--- src/rtl/mem_sched_pkg.sv ---
// Shared types and defaults for the scheduled register-array memory.
// Latency: n/a (types and constants only).
// Backpressure: n/a.
package mem_sched_pkg;

    typedef enum logic [1:0] {
        ST_IDLE = 2'd0,
        ST_INIT = 2'd1,
        ST_BUMP = 2'd2
    } state_t;

    localparam int DW_DEF    = 4;
    localparam int DEPTH_DEF = 8;

    // Address width for a given depth; never narrower than one bit.
    function automatic int addr_w(input int depth);
        return (depth > 1) ? $clog2(depth) : 1;
    endfunction

endpackage

--- src/rtl/rr_arb2.sv ---
// Two-way round-robin arbiter; the pointer names the favoured requester on contention.
// Latency: grant is combinational from valid/advance; pointer updates at the grant edge.
// Backpressure: no grant at all while advance is low; pointer only moves on contention.
module rr_arb2 (
    input  logic       clk,
    input  logic       reset_n,
    input  logic [1:0] valid,
    input  logic       advance,
    output logic [1:0] grant
);

    logic ptr;  // 0 favours requester 0, 1 favours requester 1

    // Grant the lone requester, or the favoured one when both ask.
    always_comb begin
        grant = 2'b00;
        if (advance) begin
            case (valid)
                2'b01:   grant = 2'b01;
                2'b10:   grant = 2'b10;
                2'b11:   grant = ptr ? 2'b10 : 2'b01;
                default: grant = 2'b00;
            endcase
        end
    end

    // After a contended grant, hand priority to the requester that lost.
    always_ff @(posedge clk or negedge reset_n) begin
        if (!reset_n) begin
            ptr <= 1'b0;
        end else if (advance && (valid == 2'b11)) begin
            ptr <= ~ptr;
        end
    end

endmodule

--- src/rtl/mem_sched_ctrl.sv ---
// Register array with arbitrated write port and INIT/BUMP bulk walks over every entry.
// Latency: writes visible one cycle after commit; a walk takes DEPTH cycles, done one cycle later.
// Backpressure: requesters see ready=0 while a walk runs or a start is being accepted.
module mem_sched_ctrl
    import mem_sched_pkg::*;
#(
    parameter int  DW    = DW_DEF,
    parameter int  DEPTH = DEPTH_DEF,
    localparam int AW    = addr_w(DEPTH)
) (
    input  logic          clk,
    input  logic          reset_n,
    input  logic          init_start,
    input  logic          bump_start,
    input  logic          req0_valid,
    input  logic [AW-1:0] req0_addr,
    input  logic [DW-1:0] req0_data,
    output logic          req0_ready,
    input  logic          req1_valid,
    input  logic [AW-1:0] req1_addr,
    input  logic [DW-1:0] req1_data,
    output logic          req1_ready,
    input  logic [AW-1:0] rd_addr,
    output logic [DW-1:0] rd_data,
    output logic          busy,
    output logic          done
);

    state_t        state, state_nxt;
    logic [AW-1:0] cnt, cnt_nxt;
    logic          done_q, done_nxt;
    logic [DW-1:0] mem [DEPTH];
    logic          wr_en;
    logic [AW-1:0] wr_addr;
    logic [DW-1:0] wr_dat;
    logic          start_acc;
    logic          advance;
    logic [1:0]    grant;

    function automatic logic in_range(input logic [AW-1:0] a);
        return int'(a) < DEPTH;
    endfunction

    // A start accepted in IDLE takes the cycle; requesters only compete otherwise.
    assign start_acc = (state == ST_IDLE) && (init_start || bump_start);
    assign advance   = reset_n && (state == ST_IDLE) && !start_acc;

    rr_arb2 u_arb (
        .clk     (clk),
        .reset_n (reset_n),
        .valid   ({req1_valid, req0_valid}),
        .advance (advance),
        .grant   (grant)
    );

    assign req0_ready = grant[0];
    assign req1_ready = grant[1];
    assign busy       = (state != ST_IDLE);
    assign done       = done_q;
    assign rd_data    = in_range(rd_addr) ? mem[rd_addr] : '0;

    // Sequencer: pick the next state and the single write this cycle performs.
    always_comb begin
        state_nxt = state;
        cnt_nxt   = cnt;
        done_nxt  = 1'b0;
        wr_en     = 1'b0;
        wr_addr   = cnt;
        wr_dat    = '0;
        case (state)
            ST_IDLE: begin
                if (init_start) begin
                    state_nxt = ST_INIT;
                end else if (bump_start) begin
                    state_nxt = ST_BUMP;
                end else if (grant[0]) begin
                    // Out-of-range writes are consumed without touching the array.
                    wr_en   = in_range(req0_addr);
                    wr_addr = req0_addr;
                    wr_dat  = req0_data;
                end else if (grant[1]) begin
                    wr_en   = in_range(req1_addr);
                    wr_addr = req1_addr;
                    wr_dat  = req1_data;
                end
            end
            ST_INIT, ST_BUMP: begin
                wr_en  = 1'b1;
                wr_dat = (state == ST_INIT) ? DW'(cnt) : mem[cnt] + DW'(1);
                if (cnt == AW'(DEPTH - 1)) begin
                    cnt_nxt   = '0;
                    state_nxt = ST_IDLE;
                    done_nxt  = 1'b1;
                end else begin
                    cnt_nxt = cnt + 1'b1;
                end
            end
            default: begin
                state_nxt = ST_IDLE;
                cnt_nxt   = '0;
            end
        endcase
    end

    // Sequencer state, walk counter and the registered done pulse.
    always_ff @(posedge clk or negedge reset_n) begin
        if (!reset_n) begin
            state  <= ST_IDLE;
            cnt    <= '0;
            done_q <= 1'b0;
        end else begin
            state  <= state_nxt;
            cnt    <= cnt_nxt;
            done_q <= done_nxt;
        end
    end

    // Storage array; reset clears every entry so an aborted walk leaves no residue.
    always_ff @(posedge clk or negedge reset_n) begin
        if (!reset_n) begin
            for (int k = 0; k < DEPTH; k++) begin
                mem[k] <= '0;
            end
        end else if (wr_en) begin
            mem[wr_addr] <= wr_dat;
        end
    end

endmodule

--- config.mk ---
export PLATFORM = sky130hd
export DESIGN_NAME = mem_sched_ctrl
export DESIGN_NICKNAME = d
export VERILOG_FILES = /design/src/rtl/mem_sched_pkg.sv /design/src/rtl/rr_arb2.sv /design/src/rtl/mem_sched_ctrl.sv
export SDC_FILE = /design/constraint.sdc
export NUM_CORES = 1
export LEC_CHECK = 0
export CAP_MARGIN = 20
export CELL_PAD_IN_SITES_DETAIL_PLACEMENT = 1
export CELL_PAD_IN_SITES_GLOBAL_PLACEMENT = 1
export CORE_MARGIN = 2
export CORE_UTILIZATION = 45
export CTS_BUF_LIST = sky130_fd_sc_hd__clkbuf_8
export DETAILED_ROUTE_END_ITERATION = 10
export PLACE_DENSITY = 0.86
export SYNTH_ARGS = -nofsm -noshare
export SYNTH_HDL_FRONTEND = slang
export SYNTH_SLANG_ARGS = --single-unit
export TNS_END_PERCENT = 20
--- constraint.sdc ---
create_clock -name clk -period 6.04 [get_ports clk]
set_input_delay 1.208 -clock clk [delete_from_list [all_inputs] [get_ports clk]]
set_output_delay 1.208 -clock clk [all_outputs]
set_load 0.05 [all_outputs]
==> results of run 1 <==
==> worst paths after layout <==
| check | start | end | slack, ns |
|---|---|---|---|
| max in group asynchronous | reset_n | mem[22]$_DFFE_PN0P_ | 4.70 |
| hold / removal | mem[16]$_DFFE_PN0P_ | mem[16]$_DFFE_PN0P_ | 0.52 |
| hold reg to reg | mem[16]$_DFFE_PN0P_ | mem[16]$_DFFE_PN0P_ | 0.52 |
| min in group asynchronous | reset_n | state[1]$_DFFE_PN0P_ | 0.97 |
| setup reg to reg | cnt[0]$_DFFE_PN0N_ | mem[21]$_DFFE_PN0P_ | 2.78 |
| setup / recovery | rd_addr[0] | rd_data[0] | 1.23 |
==> cell families after synthesis <==
kind of cell | count (synthesis) | synth area share
buffers and inverters | 16 | 0.0290
AND/OR/NAND/NOR | 36 | 0.103
AO/OA/AOI/OAI | 34 | 0.127
XOR/XNOR | 2 | 0.00677
flip-flops | 39 | 0.377
adder cells (fa/ha/maj) | 6 | 0.0290
multiplexers | 58 | 0.329
==> cell type report <==
| class | instances | area, um2 | area share |
|---|---|---|---|
| Sequential cell | 39 | 976 | 0.320 |
| Multi-Input combinational cell | 136 | 1540 | 0.504 |
| Clock inverter | 3 | 43.8 | 0.0144 |
| Tap cell | 72 | 90.1 | 0.0296 |
| Timing Repair Buffer | 31 | 303 | 0.0993 |
| Clock buffer | 5 | 68.8 | 0.0226 |
| Inverter | 8 | 30.0 | 0.00985 |
==> where the power goes <==
| part | switching [mW] | internal [mW] | leakage, nW |
|---|---|---|---|
| Sequential | 0.116 | 0.360 | 0.498 |
| Combinational | 0.395 | 0.353 | 0.684 |
| Clock | 0.106 | 0.123 | 0.0581 |
| Total | 0.617 | 0.836 | 1.24 |
==> flip-flops by register name (all words and copies together) (netlist names) <==
name	cells
done	1
cnt	3
u_arb.ptr	1
mem	32
state	2
==> metal layers <==
metal	track usage	up-vias	share of wire
li1	-	803	-
met1	0.282	937	0.46
met2	0.359	26	0.50
met3	0.0419	10	0.025
met4	0.0559	0	0.014
met5	0	-	0
==> cells in the final DEF (no fill, tap or decap), drive strengths merged, types with 2 or more instances in the layout <==
master	n
dfrtp	39
nand3	3
nand2	11
mux2i	5
o32a	2
or2	2
ha	6
and2	2
inv	8
a32oi	2
o21ai	8
nor3	2
nor3b	2
nor2	2
buf	2
clkbuf	5
a32o	3
nor4	3
mux4	16
nor2b	2
nand2b	4
o32ai	4
a21oi	5
clkdlybuf4s50	29
clkinv	2
mux2	37
==> through the flow <==
stage               power, mW  cell area [um2]  hold WS [ns]   util  cells
CTS                      1.45             3050         0.522  0.550    294
global placement         1.19             2940         0.493  0.530    286
detailed placement       1.22             2940         0.504  0.530    286
finish                   1.45             3050         0.516  0.550    294
global route             1.54             3050         0.546  0.550    294
floorplan                1.03             2590         0.468      -    191
==> qor.yml, run 1 <==
status: "finished clean"
ant_nets: 0
synth_enable_flop_cells: 0
grt_setup_unrepaired: "false"
achievable-frequency_mhz: 208
min_path_type: "flip-flop to flip-flop"
finalHoldViolations: 0
min_delay_path_depth: 1
largest_net_degree_at_the_start_of_global_routing: 41
hpwl_mm: 4.41
syn-cell-area_mm2: 0.00259
worst_margin_pin_slew_ns: 0.754
slew-limit-headroom: 0.497
synth_sequential_area_ratio: 0.377
final.setup_skew_ns: 0.0120
synthMostInstantiatedCell: "dfrtp_1"
finalMaxSlewViolations: 0
crit_path_max_incr_delay_ns: 0.83
antenna_found_initial: 0
gpl.final_weighted_congestion: 0.794
diodes: 0
synth_area_per_cell_um2: 13.5
minimum_setup_slack_in_the_final_design_ns: 1.23
clk_pin_slew_worst_paths_ns: 0.08
synth_cell_types: 53
timing.critical_path.max_delay_family: "buffers and inverters"
final_layout_size_suffix_gt1_frac: 0.324
die-width_um: 79.8
fillerInstances: 562
groute.usage.overall: 0.213
largest_area_contributor_in_the_netlist: "dfrtp_1"
ctsResizeCount: 0
grt_pass1_vias: 1857
p_leak_nw: 1.24
max_cap_viol_count: 0
worst_r2r_path_depth: 8
core_area_mm2: 0.00554
ys_top_cells_by_count: "dfrtp_1 (39), mux2_2 (26), mux4_2 (14)"
die-area_mm2: 0.00637
period_minus_slack_ns: 4.81
starting_density: 0.467
grt_remaining_overflow: 0
die_y_um: 79.8
cts_setup_buffers: 0
ys_seq_elements: 39
number_of_buffers_created_by_cts: 5
timing.critical_path.slowest_stage_cell: "clkdlybuf4s50_1"
wl_per_cell_um: 21.3
port_buffers: 30
worst_setup_path_start_kind: "primary input"
critical_path_buf_inv_count: 2
irDropWorstVdd_mv: 0.238
rows: 27
ys.flop_type: "dfrtp_1"
dp_worst_setup_slack_ns: 1.20
h-tree-depth: 2
io_pins: 31
insertion_delay_ns: 0.31
synth_top_cells_by_area: "dfrtp_1 (38%), mux4_2 (12%), mux2_2 (11%), mux2_1 (4.8%), ha_1 (2.9%)"
clk_path_buf_depth: 2
vias: 1776
cp_data_arrival_time_ns: 3.61
detailedRoute.firstIterationViolations: 79
final_net_count: 250
critPathMostFrequentCell: "clkdlybuf4s50_1"
numClockSinks: 39
syn2layout_area_growth_pct: 17.8
synthDominantCellAreaShare: 0.377
critPathRequiredTime_ns: 4.83
worstSetupEndpointType: "primary output"
final_cycle_utilization_of_the_critical_path: 0.797
drtPass1Iterations: 4
grt_first_pass_wirelength_mm: 9.99
async_flop_share: 1.00
avgViaCountPerCell: 6.04
worstPathMaxFanout: 8
drt-total-wl_mm: 6.26
synthesis.nets: 220
criticalPathCategory: "primary input to primary output"
power-per-cell-area_mw_per_mm2: 477
clock_tree_from_tritoncts: "built"
drc: 0
crit_cells: 4
yosys_warnings: 0
cts_hold_buffers: 0
final.setup.tns_ns: 0
setup-violations-final: 0
post_synth_inst_count: 191
critical_path_cell_by_cell: "clkdlybuf4s50_1 > mux4_2 > mux2_2 > clkdlybuf4s50_1"
cts.root.buffer_cell: "clkbuf_8"
No activity file was read; power rests on OpenSTA's default activity.
==> run 2, diff against run 1 <==
Settings changed: CORE_UTILIZATION 45 to 43.
Clock period 6.04 ns to 3.91 ns, I/O delays scaled along.
==> qor.yml, run 2 (synthesis results as in run 1) <==
grt_setup_unrepaired: "false"
layoutNonFillerInstCount: 299
groute.usage.overall: 0.220
die-width_um: 81.6
final_cycle_utilization_of_the_critical_path: 0.830
cts.root.buffer_cell: "clkbuf_8"
gpl.final_weighted_congestion: 0.792
worst_setup_path_start_kind: "primary input"
cp_data_arrival_time_ns: 2.46
slew-limit-headroom: 0.598
criticalPathCategory: "primary input to primary output"
worstPathMaxFanout: 8
max_cap_viol_count: 0
starting_density: 0.442
numClockSinks: 39
largest_net_degree_at_the_start_of_global_routing: 38
ff_latch_area_um2: 976
final_cell_mix: "dfrtp_1 (39), mux2_2 (26), clkdlybuf4s50_1 (23), mux4_2 (14)"
finish.utilization: 0.522
p_leak_nw: 1.26
ant_nets: 0
drtPass1Iterations: 4
rows: 28
final.setup.tns_ns: 0
port_buffers: 30
detailedRoute.firstIterationViolations: 67
worst_r2r_path_depth: 8
setup-violations-final: 0
vias: 1805
cts_hold_buffers: 0
grt_pass1_vias: 1978
most_common_library_cell_in_the_layout_ignoring_fill_and_taps: "dfrtp_1"
diodes: 0
irDropWorstVdd_mv: 0.296
final_layout_size_suffix_gt1_frac: 0.357
grt_first_pass_wirelength_mm: 10.6
final_net_count: 252
finalMaxSlewViolations: 0
top_regs: "mem: 32 flops, cnt: 3 flops, state: 2 flops"
status: "finished clean"
max_flop_register: "mem"
worstSetupEndpointType: "primary output"
largest_reg_flops: 32
core_area_mm2: 0.00585
die_y_um: 81.6
ctsResizeCount: 0
syn2layout_area_growth_pct: 17.9
grt_remaining_overflow: 0
drc: 0
h-tree-depth: 2
hpwl_mm: 4.84
io_pins: 31
drt-total-wl_mm: 6.71
clk_pin_slew_worst_paths_ns: 0.08
number_of_buffers_created_by_cts: 5
clock_tree_from_tritoncts: "built"
clk_path_buf_depth: 2
final.setup_skew_ns: 0.00702
fillerInstances: 596
worst-r2r-setup-slack_ns: 0.72
worst_margin_pin_slew_ns: 0.603
multi_input_area_mm2: 0.00154
wl_per_cell_um: 22.5
insertion_delay_ns: 0.30
die-area_mm2: 0.00665
power-per-cell-area_mw_per_mm2: 741
min_path_type: "primary input to async pin"
reg2reg_from: "cnt[1]$_DFFE_PN0N_"
cts_setup_buffers: 0
avgViaCountPerCell: 6.04
achievable-frequency_mhz: 308
critPathRequiredTime_ns: 3.13
finalHoldViolations: 0
period_minus_slack_ns: 3.25
cells_after_dpl: 291
worst_r2r_endpoint: "mem[13]$_DFFE_PN0P_"
antenna_found_initial: 0
run 2: cell types whose count changed in the layout (fill, tap and decap cells not counted), sizes merged:
cell and change:
buf +8, clkdlybuf4s50 -6
run 2: how the worst max path moves through the flow:
stage | start | endpoint | slack, ns | cells after the start
floorplan | init_start | req1_ready | 0.90 | 2
global placement | rd_addr[0] | rd_data[1] | 0.70 | 5
detailed placement | init_start | mem[20]$_DFFE_PN0P_ | 0.68 | 6
CTS | rd_addr[0] | rd_data[1] | 0.65 | 5
global route | cnt[1]$_DFFE_PN0N_ | mem[13]$_DFFE_PN0P_ | 0.61 | 8
finish | rd_addr[0] | rd_data[1] | 0.66 | 5
run 2: through the flow:
step / hold WS [ns] / setup slack [ns] / area, um2 / power [mW]
final: 0.284 / 0.663 / 3050 / 2.26
after global routing: 0.283 / 0.609 / 3050 / 2.40
after CTS: 0.276 / 0.646 / 3050 / 2.27
after detailed placement: 0.503 / 0.677 / 2940 / 1.90
after global placement: 0.495 / 0.701 / 2940 / 1.83
after floorplan: 0.468 / 0.900 / 2590 / 1.59
run 2: report_power, final:
| group | switching (mW) | total (mW) | internal, mW | leakage [nW] |
|---|---|---|---|---|
| registers | 0.165 | 0.721 | 0.557 | 0.498 |
| logic | 0.653 | 1.20 | 0.545 | 0.704 |
| clock network | 0.153 | 0.343 | 0.190 | 0.0581 |
| total | 0.971 | 2.26 | 1.29 | 1.26 |
run 2: layout make-up:
class	instances	area share
flip-flops and latches	39	0.320
clock buffers	5	0.0226
repair buffers	33	0.0992
inverters	8	0.00984
clock inverters	3	0.0144
multi-input cells	136	0.503
well taps	75	0.0308
run 2: worst max-delay path, cell delays in order:
cell,delay (ns)
clkdlybuf4s50_1,0.46
buf_4,0.21
mux4_2,0.52
mux2_2,0.30
buf_4,0.19
run 2: per-layer routing:
layer	share of wire	track usage	vias up	wire (um)
li1	-	-	808	-
met4	0.025	0.0850	0	167
met2	0.51	0.376	40	3420
met1	0.44	0.284	941	2940
met3	0.028	0.0297	16	190
met5	0	0	-	0
==> run 3, diff against run 2 <==
Clock period 3.91 ns to 2.9 ns, I/O delays scaled along.
==> qor.yml, run 3 (synthesis results as in run 1) <==
p_leak_nw: 1.36
grt_setup_unrepaired: "false"
avgViaCountPerCell: 5.94
seq_power_share: 0.296
starting_density: 0.442
die-area_mm2: 0.00665
vias: 1883
worst_setup_path_start_kind: "primary input"
cts.root.buffer_cell: "clkbuf_8"
detailedRoute.firstIterationViolations: 100
final_cycle_utilization_of_the_critical_path: 0.980
final.setup_skew_ns: 0.00660
fillerInstances: 577
comb_power_share: 0.561
port_buffers: 30
gpl.final_weighted_congestion: 0.805
crit_path_max_incr_delay_ns: 0.52
p_switching_mw: 1.34
clk_path_buf_depth: 2
die-width_um: 81.6
h-tree-depth: 2
slew-limit-headroom: 0.604
top_regs: "mem: 32 flops, cnt: 3 flops, state: 2 flops"
finalHoldViolations: 0
irDropWorstVdd_mv: 0.512
finalMaxSlewViolations: 0
grt_remaining_overflow: 0
largest_net_degree_at_the_start_of_global_routing: 38
worstSetupEndpointType: "primary output"
syn2layout_area_growth_pct: 25.2
clock_tree_from_tritoncts: "built"
ant_nets: 0
ctsResizeCount: 0
clockPowerShare: 0.143
diodes: 0
worstPathMaxFanout: 8
antenna_found_initial: 0
netSwitchingFraction: 0.419
setup-violations-final: 0
non_filler_cell_area_final_mm2: 0.00324
ff_latch_area_um2: 976
final_layout_size_suffix_gt1_frac: 0.409
p_int_mw: 1.85
achievable-frequency_mhz: 352
wl_per_cell_um: 22.1
grt_first_pass_wirelength_mm: 11.4
placement.cell_area_mm2: 0.00312
largest_reg_flops: 32
timing.critical_path.slowest_stage_cell: "clkdlybuf4s50_1"
hpwl_mm: 5.32
status: "finished clean"
power.total_mw: 3.19
cts_hold_buffers: 0
min_path_type: "primary input to async pin"
power-per-cell-area_mw_per_mm2: 983
worst_margin_pin_slew_ns: 0.594
die_y_um: 81.6
critPathRequiredTime_ns: 2.32
clk_pin_slew_worst_paths_ns: 0.08
grt_pass1_vias: 2117
insertion_delay_ns: 0.30
multi_input_area_mm2: 0.00154
most_common_library_cell_in_the_layout_ignoring_fill_and_taps: "dfrtp_1"
critical_path_cell_by_cell: "clkdlybuf4s50_1 > buf_12 > mux4_2 > mux2_2 > buf_4"
cts_setup_buffers: 0
final.setup.tns_ns: 0
max_flop_register: "mem"
number_of_buffers_created_by_cts: 5
drt-total-wl_mm: 7.00
core_area_mm2: 0.00585
final_net_count: 270
numClockSinks: 39
period_minus_slack_ns: 2.84
drtPass1Iterations: 4
max_cap_viol_count: 0
cp_data_arrival_time_ns: 2.26
drc: 0
criticalPathCategory: "primary input to primary output"
io_pins: 31
final_cell_mix: "dfrtp_1 (39), mux2_2 (26), clkdlybuf4s50_1 (23), buf_4 (23), mux4_2 (14)"
groute.usage.overall: 0.236
rows: 28
[run 3: cell count changes in the layout (fill, tap and decap cells not counted), sizes merged]
cell  previous run  this run
buf             10        28
[run 3: cell type report]
cell class                      count  share of cell area
Clock buffer                        5              0.0212
Clock inverter                      3              0.0135
Inverter                            8             0.00927
Multi-Input combinational cell    136               0.475
Sequential cell                    39               0.301
Tap cell                           75              0.0290
Timing Repair Buffer               51               0.151
[run 3: critical path, delay by kind of cell]
family                 cells  cell delay (ns)
buffers and inverters      3             0.88
muxes                      2             0.80
[run 3: power by group through the flow]
stage          Combinational, mW  Clock [mW]  Sequential [mW]
2_1_floorplan               1.28           0            0.862
3_3_place_gp                1.69           0            0.925
3_5_place_dp                1.77           0            0.950
4_1_cts                     1.79       0.464            0.941
5_1_grt                     1.93       0.490            0.972
6_report                    1.79       0.455            0.944
[run 3: worst paths after layout]
kind / startpoint / endpoint / slack, ns / cells after the start
worst max-delay path: rd_addr[0] / rd_data[1] / 0.06 / 5
min in group clk: mem[21]$_DFFE_PN0P_ / mem[21]$_DFFE_PN0P_ / 0.52 / 1
max in group asynchronous: reset_n / mem[16]$_DFFE_PN0P_ / 2.14 / 2
worst max register to register: cnt[0]$_DFFE_PN0N_ / mem[13]$_DFFE_PN0P_ / 0.15 / 9
worst min register to register: mem[21]$_DFFE_PN0P_ / mem[21]$_DFFE_PN0P_ / 0.52 / 1
worst min-delay path: reset_n / state[0]$_DFFE_PN0P_ / 0.08 / 1
[run 3: metrics by stage]
stage	instances	util	hold slack, ns	setup slack (ns)
after floorplan	191	-	0.284	0.0376
after global placement	309	0.534	0.393	0.117
after detailed placement	309	0.534	0.396	0.0278
after CTS	317	0.553	0.0716	0.0472
final	317	0.554	0.0771	0.0566
after global routing	317	0.554	0.0697	0.00157
[run 3: metal layers]
layer	wire, um	GRT usage	up-vias
met4	87	0.0717	0
met3	217	0.0330	8
li1	-	-	842
met5	0	0	-
met2	3690	0.408	33
met1	3000	0.307	1000
